<file path="src/rtl/genius_round_controller.sv">
// genius_round_controller: Genius memory-game round sequencer (playback, input check, win/lose).
// Define GENIUS_TIMEOUT_EN to make each player input time out after TIMEOUT_CYCLES.
module genius_round_controller #(
    parameter int SEQ_LEN        = 8,
    parameter int ADDR_W         = 3,
    parameter int SHOW_CYCLES    = 4,
    parameter int GAP_CYCLES     = 2,
    parameter int TIMEOUT_CYCLES = 64
) (
    input  logic              clk,
    input  logic              rst_n,
    input  logic              start,
    input  logic              in_valid,
    input  logic [1:0]        player_input,
    output logic              mem_rd_en,
    output logic [ADDR_W-1:0] mem_addr,
    input  logic [1:0]        mem_data,
    output logic [3:0]        led_seq,
    output logic [ADDR_W:0]   round,
    output logic              busy,
    output logic              win,
    output logic              defeat
);
    localparam int M1    = SHOW_CYCLES > GAP_CYCLES ? SHOW_CYCLES : GAP_CYCLES;
    localparam int M2    = M1 > TIMEOUT_CYCLES ? M1 : TIMEOUT_CYCLES;
    localparam int CNT_W = $clog2(M2 + 2);
    typedef enum logic [2:0] {IDLE, FETCH, SHOW, GAP, PREP, WAIT_IN, WIN, LOSE} state_t;
    state_t            state, state_n;
    logic [ADDR_W-1:0] idx, idx_n;
    logic [ADDR_W:0]   round_n, idx_inc;
    logic [CNT_W-1:0]  cnt, cnt_n;
    logic [1:0]        exp_c, exp_n;
    logic [3:0]        led_n;
    logic              win_n, defeat_n, more;
    assign idx_inc = {1'b0, idx} + (ADDR_W+1)'(1);
    assign more    = idx_inc < round;
    always_comb begin
        state_n  = state;
        idx_n    = idx;
        round_n  = round;
        exp_n    = exp_c;
        led_n    = led_seq;
        win_n    = win;
        defeat_n = defeat;
        case (state)
            IDLE, WIN, LOSE:
                if (start) begin
                    state_n  = FETCH;
                    round_n  = (ADDR_W+1)'(1);
                    idx_n    = '0;
                    win_n    = 1'b0;
                    defeat_n = 1'b0;
                end
            FETCH: state_n = SHOW;
            SHOW: begin
                if (cnt == '0) begin
                    exp_n = mem_data;
                    led_n = 4'b0001 << mem_data;
                end
                if (cnt == CNT_W'(SHOW_CYCLES)) begin
                    state_n = GAP;
                    led_n   = '0;
                end
            end
            GAP:
                if (cnt == CNT_W'(GAP_CYCLES - 1)) begin
                    state_n = more ? FETCH : PREP;
                    idx_n   = more ? idx_inc[ADDR_W-1:0] : '0;
                end
            PREP: state_n = WAIT_IN;
            WAIT_IN:
                // The entry cycle only captures the expected colour; presses count afterwards.
                if (cnt == '0) exp_n = mem_data;
                else if (in_valid) begin
                    if (player_input != exp_c) begin
                        state_n  = LOSE;
                        defeat_n = 1'b1;
                    end else if (more) begin
                        state_n = PREP;
                        idx_n   = idx_inc[ADDR_W-1:0];
                    end else if (round < (ADDR_W+1)'(SEQ_LEN)) begin
                        state_n = FETCH;
                        round_n = round + (ADDR_W+1)'(1);
                        idx_n   = '0;
                    end else begin
                        state_n = WIN;
                        win_n   = 1'b1;
                    end
                end
`ifdef GENIUS_TIMEOUT_EN
                else if (cnt == CNT_W'(TIMEOUT_CYCLES)) begin
                    state_n  = LOSE;
                    defeat_n = 1'b1;
                end
`else
`endif
        endcase
        // Dwell counter restarts on every state change and saturates while parked.
        cnt_n = (state_n != state) ? '0 : (&cnt ? cnt : cnt + CNT_W'(1));
    end
    always_ff @(posedge clk) begin
        if (!rst_n) begin
            state     <= IDLE;
            idx       <= '0;
            round     <= '0;
            cnt       <= '0;
            exp_c     <= '0;
            led_seq   <= '0;
            win       <= 1'b0;
            defeat    <= 1'b0;
            mem_rd_en <= 1'b0;
            mem_addr  <= '0;
            busy      <= 1'b0;
        end else begin
            state     <= state_n;
            idx       <= idx_n;
            round     <= round_n;
            cnt       <= cnt_n;
            exp_c     <= exp_n;
            led_seq   <= led_n;
            win       <= win_n;
            defeat    <= defeat_n;
            mem_rd_en <= state_n == FETCH || state_n == PREP;
            mem_addr  <= idx_n;
            busy      <= !(state_n inside {IDLE, WIN, LOSE});
        end
    end
endmodule
</file>
<file path="config.mk">
export PLATFORM = sky130hd
export DESIGN_NAME = genius_round_controller
export DESIGN_NICKNAME = d
export VERILOG_FILES = /design/src/rtl/genius_round_controller.sv
export SDC_FILE = /design/constraint.sdc
export NUM_CORES = 1
export LEC_CHECK = 0
export BUFFER_PORTS_ARGS = -buffer_cell sky130_fd_sc_hd__buf_2
export CORE_MARGIN = 2
export CORE_UTILIZATION = 55
export DETAILED_ROUTE_END_ITERATION = 7
export PLACE_DENSITY = 0.77
export SLEW_MARGIN = 10
export SYNTH_ARGS = -nofsm -noshare
export SYNTH_HDL_FRONTEND = slang
export SYNTH_SLANG_ARGS = --single-unit
</file>
<file path="constraint.sdc">
create_clock -name clk -period 4.75 [get_ports clk]
set_input_delay 0.95 -clock clk [delete_from_list [all_inputs] [get_ports clk]]
set_output_delay 0.95 -clock clk [all_outputs]
set_load 0.01 [all_outputs]
</file>
Word level (Yosys, flattened, before mapping) --
Cells that the tools add are included.
Cells by class: $add $sub $neg 3, order comparisons 2, equal/unequal tests 25, shift operators 1, mux-type cells 39, bitwise gates (word level) 1, reductions and logical operators 19
Operators by type and width (count):
- 3-bit two-way mux | 17
- 4-bit two-way mux | 8
- 7-bit AND reduction | 4
- 3-bit equality test, second input constant | 7
- 2-bit != test, second input constant | 9
- 3-bit case mux with 6 select lines | 1
- 1-bit two-way mux | 9
- 3-bit case mux with 3 select lines | 1
- 4-bit case mux with 2 select lines | 1
- 7-bit by 1-bit adder with 7-bit output, second input constant | 1
- 7-bit by 1-bit equality test with 1-bit output, second input constant | 1
- 7-bit by 3-bit equality test with 1-bit output, second input constant | 1
- 7-bit logical NOT | 1
- 3-bit by 1-bit equality test with 1-bit output, second input constant | 2
- 3-bit by 2-bit equality test with 1-bit output, second input constant | 2
- 3-bit logical NOT | 2
- 3-bit nonzero test | 2
- 5-bit AND reduction | 1
- 3-bit by 1-bit adder with 4-bit output, second input constant | 1
- 4-bit by 1-bit adder with 4-bit output, second input constant | 1
- 4-bit < comparator | 1
- 4-bit < comparator, second input constant | 1
- 1-bit case mux with 2 select lines | 2
- 2-bit AND reduction | 2
- 10 further kinds | 12
Word-level totals: flip-flop bits (word level) 27, input port bits 8, output and inout port bits 15, word-level logic and storage cells 100

Longest topological paths before layout --
Gate-level depths: netlist of run 1.
word-level depth 10, mapped depth 11, gate-level depth less buffers 11

Worst setup path before layout of run 1 --
No wires, ideal clock.
path kind register -> register, from register idx[0], to register mem_rd_en, library setup time 0.115 ns, arrival 2.736 ns, data required time 4.635 ns, setup slack 1.899 ns, cell stages (with the launch flop) 12, buffers on the path 0, clock period less this slack 2.851 ns, cell sequence dfxtp_1 ha_1 nor2b_1 or2_2 ha_1 or3_1 o22a_1 and3_1 nor4_2 o211ai_1 and3_4 and2_1
Between the ends: word-level cells in the longest chain between the ends 9, elaborated cells between the ends (all ways) 12, those cells by class 1 x add/sub; 1 x order compare; 2 x eq/ne; 7 x mux; 1 x reduce/logical
Ends and longest elaborated chain:
- from (decl) | RTL line 29 | logic [ADDR_W-1:0] idx, idx_n;
- from (signal assigned) | RTL line 116 | idx <= idx_n;
- 3-bit by 1-bit adder with 4-bit output * | RTL line 35 | assign idx_inc = {1'b0, idx} + (ADDR_W+1)'(1);
- 4-bit < comparator * | RTL line 36 | assign more = idx_inc < round;
- 3-bit two-way mux | RTL line 78 | end else if (more) begin
- 3-bit two-way mux | RTL line 75 | if (player_input != exp_c) begin
- 3-bit two-way mux | RTL line 74 | else if (in_valid) begin
- 3-bit two-way mux | RTL line 73 | if (cnt == '0) exp_n = mem_data;
- 3-bit case mux with 6 select lines * | RTL line 45 | case (state)
- 3-bit by 1-bit equality test with 1-bit output or 3-bit equality test (tied branches) | RTL line 123 | mem_rd_en <= state_n == FETCH || state_n == PREP;
- 1-bit logical OR * | RTL line 123
- to (signal assigned) | RTL line 111 | mem_rd_en <= 1'b0;
- to (signal assigned) | RTL line 123
- to (decl) | RTL line 15 | output logic mem_rd_en,
Every way passes the cells marked *; elsewhere a longest branch is shown, timed or not. A chain may end at the register's enable or synchronous reset.

Final worst setup path of run 1 --
from register idx[0], to register cnt[3]
Between the ends: word-level cells in the longest chain between the ends 9, elaborated cells between the ends (all ways) 11, those cells by class 1 x add/sub; 1 x order compare; 1 x eq/ne; 7 x mux; 1 x reduce/logical
Ends and longest elaborated chain:
- 3-bit by 1-bit adder with 4-bit output * | RTL line 35
- 4-bit < comparator * | RTL line 36
- 3-bit two-way mux | RTL line 78
- 3-bit two-way mux | RTL line 75
- 3-bit two-way mux | RTL line 74
- 3-bit two-way mux | RTL line 73
- 3-bit case mux with 6 select lines * | RTL line 45
- 3-bit != test * | RTL line 99 | cnt_n = (state_n != state) ? '0 : (&cnt ? cnt : cnt + CNT_W'(1));
- 2-bit OR reduction (no source line) *
- to (signal assigned) | RTL line 118 | cnt <= cnt_n;
- to (decl) | RTL line 31 | logic [CNT_W-1:0] cnt, cnt_n;
Marked as above.

==> metrics.md, run 1 <==
| Metric | Value |
|---|---|
| Worst Clk Skew | between 0.004 and 0.005 ns |
| Most instantiated flip-flop cell in the synthesis netlist | dfxtp_1 |
| FF-to-FF Start | idx[0] |
| Post-synth EDFFs | 0 |
| Reg2Reg Capture Point | cnt[3] |
| Global routing usage summed across all routing layers | 22.4% |
| Area fraction of the dominant cell type after synthesis | about a third |
| Mean cell area of the mapped netlist | between 8 and 9 um^2 |
| Share of layout cells above drive strength 1 | 16.0% |
| Worst setup path start | idx[0] |
| Sink Count | 27 |
| Count of synthesis-stage warnings from yosys | 0 |
| Top achievable clock speed | 327 MHz |
| Required @ worst endpoint | 5.01 ns |
| Std cell rows | 19 |
| Routed wire length on met3 | 216 um |
| Initial core utilization | 57.5% |
| Number of buffers added by the clock tree synthesis step | 3 |
| Total Die Area | around 3300 um^2 |
| Pins Over Slew Limit | 0 |
| Remaining routing DRC violations | 0 |
| First-pass GRT wire length | between 5 and 6 mm |
| Area growth from synthesis to layout | 9.39% |
| Top fanout value on the critical path | 7 |
| Count of buffers inserted at the top-level ports | 22 |
| Y dimension of the die | 57.5 um |
| Worst Hold Slack | 0.503 ns |
| Synth top area cells | dfxtp_1 (34%), nor2_1 (6.4%), ha_1 (6.4%), o21ai_0 (3.8%), nand2_1 (3.8%) |
| Number of hold-repair buffers added at the cts stage | 0 |
| Fillcell total | 244 |
| Crit path kind | register to register |
| Detail Placement HPWL | roughly 2.7 mm |
| Grt ovf | 0 |
| Yosys reg bits | 27 |
| Outcome | complete, no violations |
| First drt pass iteration count | 5 |
| Post-route ant nets | 0 |
| Register clock-pin slew on the reported worst setup and hold paths | roughly 0.14 ns |
| Ports placed on the boundary | 23 |
| Root Driver | clkbuf_4 |
| Cell type contributing the most total cell area after synthesis | dfxtp_1 |
| Number of standard cells after synthesis | 194 |
| Final Critical Period | 3.06 ns |
| Floorplan die width | 57.5 um |
| Share of synthesized flip-flops with an asynchronous set or reset | 0% |
| DR top layer | met4 |
| Count of endpoints failing hold in the final timing report | 0 |
| Reg2Reg Setup Slack | ~1.7 ns |
| Clock tree from TritonCTS | built |
| Sum of met2 wire segment lengths after detailed routing | 1.56 mm |
| Fraction of the cycle the final worst path needs | 64.3% |
| Unique cell type count in the Yosys netlist | just over 50 |
| Setup repair after global routing missed its margin | no |
| Count of instances resized after the clock tree is built | 0 |
| Endpoint of the most critical setup path | cnt[3] |
| Pwr per Cell Area | 461 nW/um^2 |
| Initial antenna violation count | 0 |
| Nets in the synthesized netlist | 210 |
| Sum of routed wire segments on met1 | 1.68 mm |
| Worst-skew pair later-pin latency | 0.32 ns |
| Count of inserted antenna diode cells | 0 |
| Setup Fix Bufs, Post-CTS | 0 |
| Setup violations, final | 0 |
| Number of design-rule violations left by the first detailed-router iteration | 107 |
| Startpoint kind of the worst setup timing path | register |
| Sum of negative setup slack | 0 ns |
| Detailed-route wire length per cell | 14.3 um |
| Core region area | between 2000 and 3000 um^2 |
| Arrival time worst endpoint | between 3 and 4 ns |
| Pin slew with the least headroom to its limit | 0.528 ns |
| Portion of the post-synthesis area used by sequential elements | 34.4% |
| Min-Delay Path Class | register to register |
| RD Place Congestion | 0.994 |
| Worst reg-to-reg path cell count | 11 |
| Maximum root-to-sink buffer count | 2 |
| Via Count | between 1500 and 2000 |
| Leakage power total | between 0.0007 and 0.0008 uW |
| Rel. slew slack | between 60% and 70% |
| Htree depth | 1 |
| Cell Area, Synth | roughly 1600 um^2 |
| Vias per std cell | 6.20 |
| Max-cap violations | 0 |
| Via count of the first global-routing pass | 1330 |
| Critical path capture point type | register |
| Highest ir drop seen on vdd | ~0.00037 V |
| Total Wirelength | between 3 and 4 mm |
| Net count, final | 230 |
| Maximum number of pins on one net before global-route repair | 18 |
cells by family (layout without fill, tap and decap cells):
kind of cell	Yosys count	in the layout	share of synthesized area, %
xor+xnor	4	4	2.23
fa+ha+maj	8	8	6.36
buf+inv	16	35	3.90
mux	5	5	3.26
compound gates	49	49	21.8
simple gates	85	85	28.1
flops	27	27	34.4
cells in the final DEF (no fill, tap or decap), types with 2 or more instances in the layout:
| master | count |
|---|---|
| nor2_1 | 27 |
| dfxtp_1 | 27 |
| buf_2 | 22 |
| nand2_1 | 16 |
| o21ai_0 | 12 |
| inv_1 | 9 |
| nand3_1 | 8 |
| ha_1 | 8 |
| a21oi_1 | 7 |
| and3_1 | 5 |
| nor3_1 | 5 |
| a31oi_1 | 4 |
| mux2i_1 | 4 |
| nor2b_1 | 3 |
| or3_1 | 3 |
| nand2b_1 | 3 |
| a22oi_1 | 3 |
| xnor2_1 | 3 |
| clkbuf_4 | 3 |
| a21boi_0 | 2 |
| o21a_1 | 2 |
| nor4_1 | 2 |
| and2_1 | 2 |
| o22ai_1 | 2 |
| a32oi_1 | 2 |
| o211ai_1 | 2 |
| nor4b_1 | 2 |
through the flow:
step	setup WS (ns)	utilization [%]	instance area, um^2	instances	power (uW)
after floorplan	1.90	-	1570	194	607
after global placement	1.83	62.0	1690	240	684
after detailed placement	1.76	62.0	1690	240	691
after CTS	1.72	62.9	1720	244	790
after global routing	1.52	62.9	1720	244	855
final	1.69	62.9	1720	244	793
Yosys cell counts, types with 2 or more instances:
master	instances
or3_1	3
nor2b_1	3
nand2b_1	3
dfxtp_1	27
mux2i_1	4
nor4_1	2
a21oi_1	7
and2_1	2
nor4b_1	2
and3_1	5
a22oi_1	3
nor3_1	5
a21boi_0	2
a31oi_1	4
nor2_1	27
clkbuf_1	6
xnor2_1	3
o211ai_1	2
nand3_1	8
o21a_1	2
nand2_1	16
o21ai_0	12
a32oi_1	2
o22ai_1	2
ha_1	8
inv_1	9
worst min path at each step:
stage,to,startpoint,slack [ns],depth (start not counted)
final,defeat,defeat,0.50,2
after CTS,defeat,defeat,0.50,2
after global routing,defeat,defeat,0.52,2
after global placement,led_seq[2],led_seq[2],0.47,2
after floorplan,cnt[6],cnt[6],0.48,2
after detailed placement,defeat,defeat,0.47,2
report_power, final:
| group | switching, uW | internal [uW] | leakage [uW] | total (uW) |
|---|---|---|---|---|
| combinational | 206 | 162 | 0.000511 | 368 |
| sequential | 61.4 | 265 | 0.000220 | 326 |
| clock | 66.2 | 32.9 | 0.0000150 | 99.0 |
sequential cells by signal, summed over array words and instances, names as in the netlist:
| name | flops |
|---|---|
| busy | 1 |
| led_seq | 4 |
| mem_rd_en | 1 |
| round | 4 |
| cnt | 7 |
| exp_c | 2 |
| idx | 3 |
| state | 3 |
| win | 1 |
| defeat | 1 |
worst max-delay path, cell delays in order, from the launching register on:
cell      delay (ns)
dfxtp_1         0.39
ha_1            0.23
nor2b_1         0.14
or2_2           0.27
ha_1            0.19
or3_1           0.33
o22a_1          0.27
and3_1          0.21
nor3_1          0.20
o31ai_1         0.10
a2111o_1        0.50
a211oi_2        0.16
area by class of cell:
type                    instances  area [um^2]  area share (%)
inverters                       9         33.8            1.96
clock buffers                   4         26.3            1.53
flip-flops and latches         27          541            31.4
repair buffers                 22          110            6.40
well taps                      31         38.8            2.25
multi-input cells             151          971            56.4
routing by layer:
| metal | track usage (%) | up-vias |
|---|---|---|
| met3 | 2.49 | 5 |
| met5 | 0 | - |
| met4 | 6.98 | 0 |
| met1 | 32.3 | 695 |
| met2 | 35.2 | 59 |
| li1 | - | 753 |
No activity file was read; power rests on OpenSTA's default activity.
==> inputs of run 2 (changes only) <==
- clock period: 4.75 -> 3.1 ns (I/O delays scaled with it)
==> metrics.md, run 2 (synthesized netlist as in run 1, its figures left out) <==
| Metric | Value |
|---|---|
| Worst hold path depth | 2 |
| Internal power | 725 uW |
| Top reg by flops | cnt |
| Register clock-pin slew on the reported worst setup and hold paths | between 0.1 and 0.15 ns |
| Global routing usage summed across all routing layers | 22.1% |
| Total Die Area | between 3000 and 4000 um^2 |
| Highest ir drop seen on vdd | just over 0.0005 V |
| Outcome | complete, no violations |
| First drt pass iteration count | 5 |
| Top achievable clock speed | 329 MHz |
| Clock tree from TritonCTS | built |
| Arrival time worst endpoint | about 3.3 ns |
| Fraction of the cycle the final worst path needs | 97.9% |
| Final Critical Period | 3.04 ns |
| Pwr per Cell Area | 710 nW/um^2 |
| Max-cap violations | 0 |
| Reg2Reg Setup Slack | approximately 0.064 ns |
| Fillcell total | 245 |
| Worst path buffer plus inverter count | 0 |
| Grt ovf | 0 |
| Crit path kind | register to register |
| Htree depth | 1 |
| Via Count | approximately 1600 |
| Worst reg-to-reg path cell count | 11 |
| Power after layout | ~1300 uW |
| Maximum root-to-sink buffer count | 2 |
| Switching power share of the total | 42.8% |
| Setup violations, final | 0 |
| Post-route ant nets | 0 |
| Via count of the first global-routing pass | around 1300 |
| Required @ worst endpoint | 3.37 ns |
| Worst Hold Slack | 0.497 ns |
| Total Wirelength | between 3 and 4 mm |
| Most frequent cells in the layout | nor2_1 (27), dfxtp_1 (26), buf_2 (22) |
| Net count, final | approximately 230 |
| Worst hold path startpoint | defeat |
| Remaining routing DRC violations | 0 |
| Family of cells with the greatest summed delay on the critical path | compound AO/OA/AOI/OAI gates |
| RD Place Congestion | around 1 |
| First-pass GRT wire length | just under 6 mm |
| Floorplan die width | between 50 and 60 um |
| Delay of the slowest cell on the worst path | 0.54 ns |
| Initial antenna violation count | 0 |
| Ports placed on the boundary | 23 |
| Reg2Reg Capture Point | cnt[3] |
| FF-to-FF Start | idx[0] |
| Maximum number of pins on one net before global-route repair | 18 |
| Sink Count | 27 |
| Count of buffers inserted at the top-level ports | 22 |
| Top fanout value on the critical path | 7 |
| Min-Delay Path Class | register to register |
| Number of hold-repair buffers added at the cts stage | 0 |
| Cell Chain, Critical Path | ha_1 -> nor2b_1 -> or2_2 -> ha_2 -> or3_4 -> o22a_4 -> and3_4 -> nor3_2 -> o31ai_1 -> a2111o_1 -> a211oi_2 |
| Count of endpoints failing hold in the final timing report | 0 |
| Leakage power total | between 0.0007 and 0.0008 uW |
| Max reg flops | 7 |
| Sum of negative setup slack | 0 ns |
| Initial core utilization | 57.5% |
| Rel. slew slack | 61.4% |
| Pins Over Slew Limit | 0 |
| Root Driver | clkbuf_4 |
| Pin slew with the least headroom to its limit | about 0.57 ns |
| Slowest cell on the critical path | a2111o_1 |
| Largest registers | cnt: 7 flops, led_seq: 4 flops, round: 4 flops |
| Switching power | between 500 and 600 uW |
| Proportion of power drawn by the clock network | approximately 12% |
| Sequential Power Share | 39.6% |
| Share of layout cells above drive strength 1 | 20.1% |
| Detailed-route wire length per cell | roughly 15 um |
| Std cell rows | 19 |
| Core region area | between 2000 and 3000 um^2 |
| Endpoint of the worst hold-timing path | defeat |
| Number of buffers added by the clock tree synthesis step | 3 |
| Count of inserted antenna diode cells | 0 |
| Critical path capture point type | register |
| Worst Clk Skew | 0.00839 ns |
| Fraction of power consumed by combinational cells | roughly 48% |
| Startpoint kind of the worst setup timing path | register |
| Leading cell type in the layout, fill and taps excluded | nor2_1 |
| Worst setup path start | idx[0] |
| Y dimension of the die | ~57 um |
| Area growth from synthesis to layout | 13.6% |
| Worst-skew pair later-pin latency | 0.33 ns |
| Vias per std cell | 6.39 |
| Number of design-rule violations left by the first detailed-router iteration | around 120 |
| Detail Placement HPWL | approximately 2.7 mm |
## run 2: cell count changes in the layout (fill, tap and decap cells not counted), sizes merged
cell and change:
buf +1
## run 2: cell type report
cell class	count	area, um^2	area share (%)
tap	31	38.8	2.17
inverter	9	33.8	1.89
timing repair buffer	23	118	6.58
sequential	27	544	30.5
multi-input combinational	151	1030	57.4
clock buffer	4	26.3	1.47
## run 2: worst max path at each step
stage / endpoint / slack [ns] / depth (start not counted)
floorplan: mem_rd_en / 0.25 / 11
global placement: cnt[3] / 0.18 / 11
detailed placement: cnt[3] / 0.12 / 11
CTS: cnt[3] / 0.09 / 11
global route: cnt[3] / -0.03 / 11
finish: cnt[3] / 0.06 / 11
## run 2: worst register-to-register path, stage by stage (launching register included)
cell and delay (ns):
dfxtp_4 0.38, ha_1 0.21, nor2b_1 0.14, or2_2 0.28, ha_2 0.18, or3_4 0.35
o22a_4 0.29, and3_4 0.17, nor3_2 0.13, o31ai_1 0.10, a2111o_1 0.54, a211oi_2 0.21
## run 2: per-stage QoR
step                      util [%]  setup WS, ns  std cells  instance area (um^2)
after floorplan                  -         0.249        194                  1570
after global placement        62.0         0.177        240                  1690
after detailed placement      62.0         0.119        240                  1690
after CTS                     62.9        0.0866        244                  1720
after global routing          65.4       -0.0339        245                  1790
final                         65.4        0.0643        245                  1790
## run 2: timing repair
| action | CTS | global route |
|---|---|---|
| gates resized for setup | 0 | 12 |
| setup endpoints to repair | 0 | 10 |
| buffers inserted | 0 | 1 |
## run 2: power groups by stage
stage / sequential [uW] / clock [uW] / combinational [uW]
after detailed placement: 506 / 0 / 552
after CTS: 498 / 159 / 555
after global routing: 515 / 171 / 673
after floorplan: 471 / 0 / 460
after global placement: 503 / 0 / 544
final: 502 / 155 / 611
## run 2: metal layers
layer / wire length (um) / GRT usage (%) / vias up
li1: - / - / 752
met1: 1650 / 30.7 / 722
met2: 1740 / 34.6 / 80
met3: 302 / 2.72 / 11
met4: 64 / 8.97 / 0
met5: 0 / 0 / -
==> inputs of run 3 (changes only) <==
- clock period: 3.1 -> 3.65 ns (I/O delays scaled with it)
==> metrics.md, run 3 (synthesized netlist as in run 1, its figures left out) <==
| Metric | Value |
|---|---|
| Outcome | complete, no violations |
| Sink Count | 27 |
| Worst hold path startpoint | led_seq[1] |
| Worst Hold Slack | 0.516 ns |
| Top achievable clock speed | 328 MHz |
| Maximum root-to-sink buffer count | 2 |
| Count of buffers inserted at the top-level ports | 22 |
| Largest registers | cnt: 7 flops, led_seq: 4 flops, round: 4 flops |
| Setup repair after global routing missed its margin | no |
| Pwr per Cell Area | 603 nW/um^2 |
| Maximum number of pins on one net before global-route repair | 18 |
| Via Count | 1521 |
| Clock tree from TritonCTS | built |
| Top reg by flops | cnt |
| Proportion of power drawn by the clock network | between 10% and 20% |
| First drt pass iteration count | 4 |
| Max-cap violations | 0 |
| Pin slew with the least headroom to its limit | 0.533 ns |
| Initial core utilization | roughly 58% |
| RD Place Congestion | 0.995 |
| Worst Clk Skew | 0.00200 ns |
| Sequential Area | around 540 um^2 |
| Floorplan die width | ~57 um |
| Register clock-pin slew on the reported worst setup and hold paths | 0.14 ns |
| Highest ir drop seen on vdd | 0.000414 V |
| Required @ worst endpoint | approximately 3.9 ns |
| Net count, final | 230 |
| Share of layout cells above drive strength 1 | 16.0% |
| Number of hold-repair buffers added at the cts stage | 0 |
| Detailed-route wire length per cell | 14.4 um |
| Grt ovf | 0 |
| Sequential Power Share | between 40% and 50% |
| Switching power | 438 uW |
| Pins Over Slew Limit | 0 |
| Core region area | 2730 um^2 |
| Fraction of power consumed by combinational cells | 46.4% |
| Worst setup path start | idx[0] |
| Vias per std cell | 6.23 |
| Ports placed on the boundary | 23 |
| Htree depth | 1 |
| First-pass GRT wire length | 6.02 mm |
| Power after layout | approximately 1000 uW |
| Fraction of the cycle the final worst path needs | 83.5% |
| Number of buffers added by the clock tree synthesis step | 3 |
| Final Critical Period | ~3.0 ns |
| Via count of the first global-routing pass | 1354 |
| Global routing usage summed across all routing layers | 23.1% |
| Area used by multi-input combinational logic | just under 1000 um^2 |
| Detail Placement HPWL | 2.71 mm |
| Count of endpoints failing hold in the final timing report | 0 |
| Sum of negative setup slack | 0 ns |
| Post-route ant nets | 0 |
| Total Wirelength | approximately 3.5 mm |
| Remaining routing DRC violations | 0 |
| Util after Layout | 62.9% |
| Y dimension of the die | between 50 and 60 um |
| Number of design-rule violations left by the first detailed-router iteration | 84 |
| Total Die Area | 3300 um^2 |
| Worst-skew pair later-pin latency | about 0.33 ns |
| Fillcell total | 245 |
| Area growth from synthesis to layout | 9.39% |
| Count of inserted antenna diode cells | 0 |
| Max reg flops | 7 |
| Crit path kind | register to register |
| Switching power share of the total | about 42% |
| Setup violations, final | 0 |
| Count of instances resized after the clock tree is built | 0 |
| Root Driver | clkbuf_4 |
| Arrival time worst endpoint | around 3.3 ns |
| Startpoint kind of the worst setup timing path | register |
| Top fanout value on the critical path | 7 |
| Std cell rows | 19 |
| FF-to-FF Start | idx[0] |
| Most frequent cells in the layout | nor2_1 (27), dfxtp_1 (27), buf_2 (22) |
| Internal power | 599 uW |
| Setup Fix Bufs, Post-CTS | 0 |
| Initial antenna violation count | 0 |
| Critical path capture point type | register |
| Min-Delay Path Class | register to register |
| Rel. slew slack | 64.0% |
| Leakage power total | 0.000746 uW |
## run 3: changes by cell type in the layout (fill, tap and decap cells not counted), sizes merged
cell / before / now
buf: 23 / 22
## run 3: stage by stage
step | std cells | setup slack (ns) | cell area, um^2
floorplan | 194 | 0.799 | 1570
global placement | 240 | 0.728 | 1690
detailed placement | 240 | 0.638 | 1690
CTS | 244 | 0.603 | 1720
global route | 244 | 0.434 | 1720
finish | 244 | 0.603 | 1720
## run 3: area by class of cell
type,instances,share of cell area (%)
clock buffers,4,1.53
flip-flops and latches,27,31.4
multi-input cells,151,56.4
repair buffers,22,6.40
inverters,9,1.96
well taps,31,2.25
## run 3: worst paths after layout
kind              depth (start not counted)  slack (ns)          to
setup reg to reg                         11        0.60      cnt[3]
hold / removal                            2        0.52  led_seq[1]
setup / recovery                         11        0.60      cnt[3]
hold reg to reg                           2        0.52  led_seq[1]
## run 3: worst max-delay path, cell delays in order (launching register included)
cell and delay [ns]:
dfxtp_1 0.38, ha_1 0.23, nor2b_1 0.14, or2_2 0.27, ha_1 0.19, or3_1 0.33, o22a_1 0.27, and3_1 0.21
nor3_1 0.20, o31ai_1 0.10, a2111o_1 0.50, a211oi_2 0.17
## run 3: power groups by stage
| stage | Combinational (uW) | Clock (uW) | Sequential [uW] |
|---|---|---|---|
| 5_1_grt | 533 | 145 | 436 |
| 4_1_cts | 477 | 137 | 421 |
| 3_5_place_dp | 474 | 0 | 429 |
| 2_1_floorplan | 391 | 0 | 400 |
| 6_report | 481 | 132 | 424 |
| 3_3_place_gp | 463 | 0 | 428 |
## run 3: per-layer routing
| metal | up-vias | part of all wire [%] | global-route usage (%) |
|---|---|---|---|
| li1 | 745 | - | - |
| met1 | 710 | 46 | 31.6 |
| met2 | 59 | 46 | 36.9 |
| met3 | 7 | 6.4 | 2.95 |
| met4 | 0 | 1.7 | 8.97 |
| met5 | - | 0 | 0 |
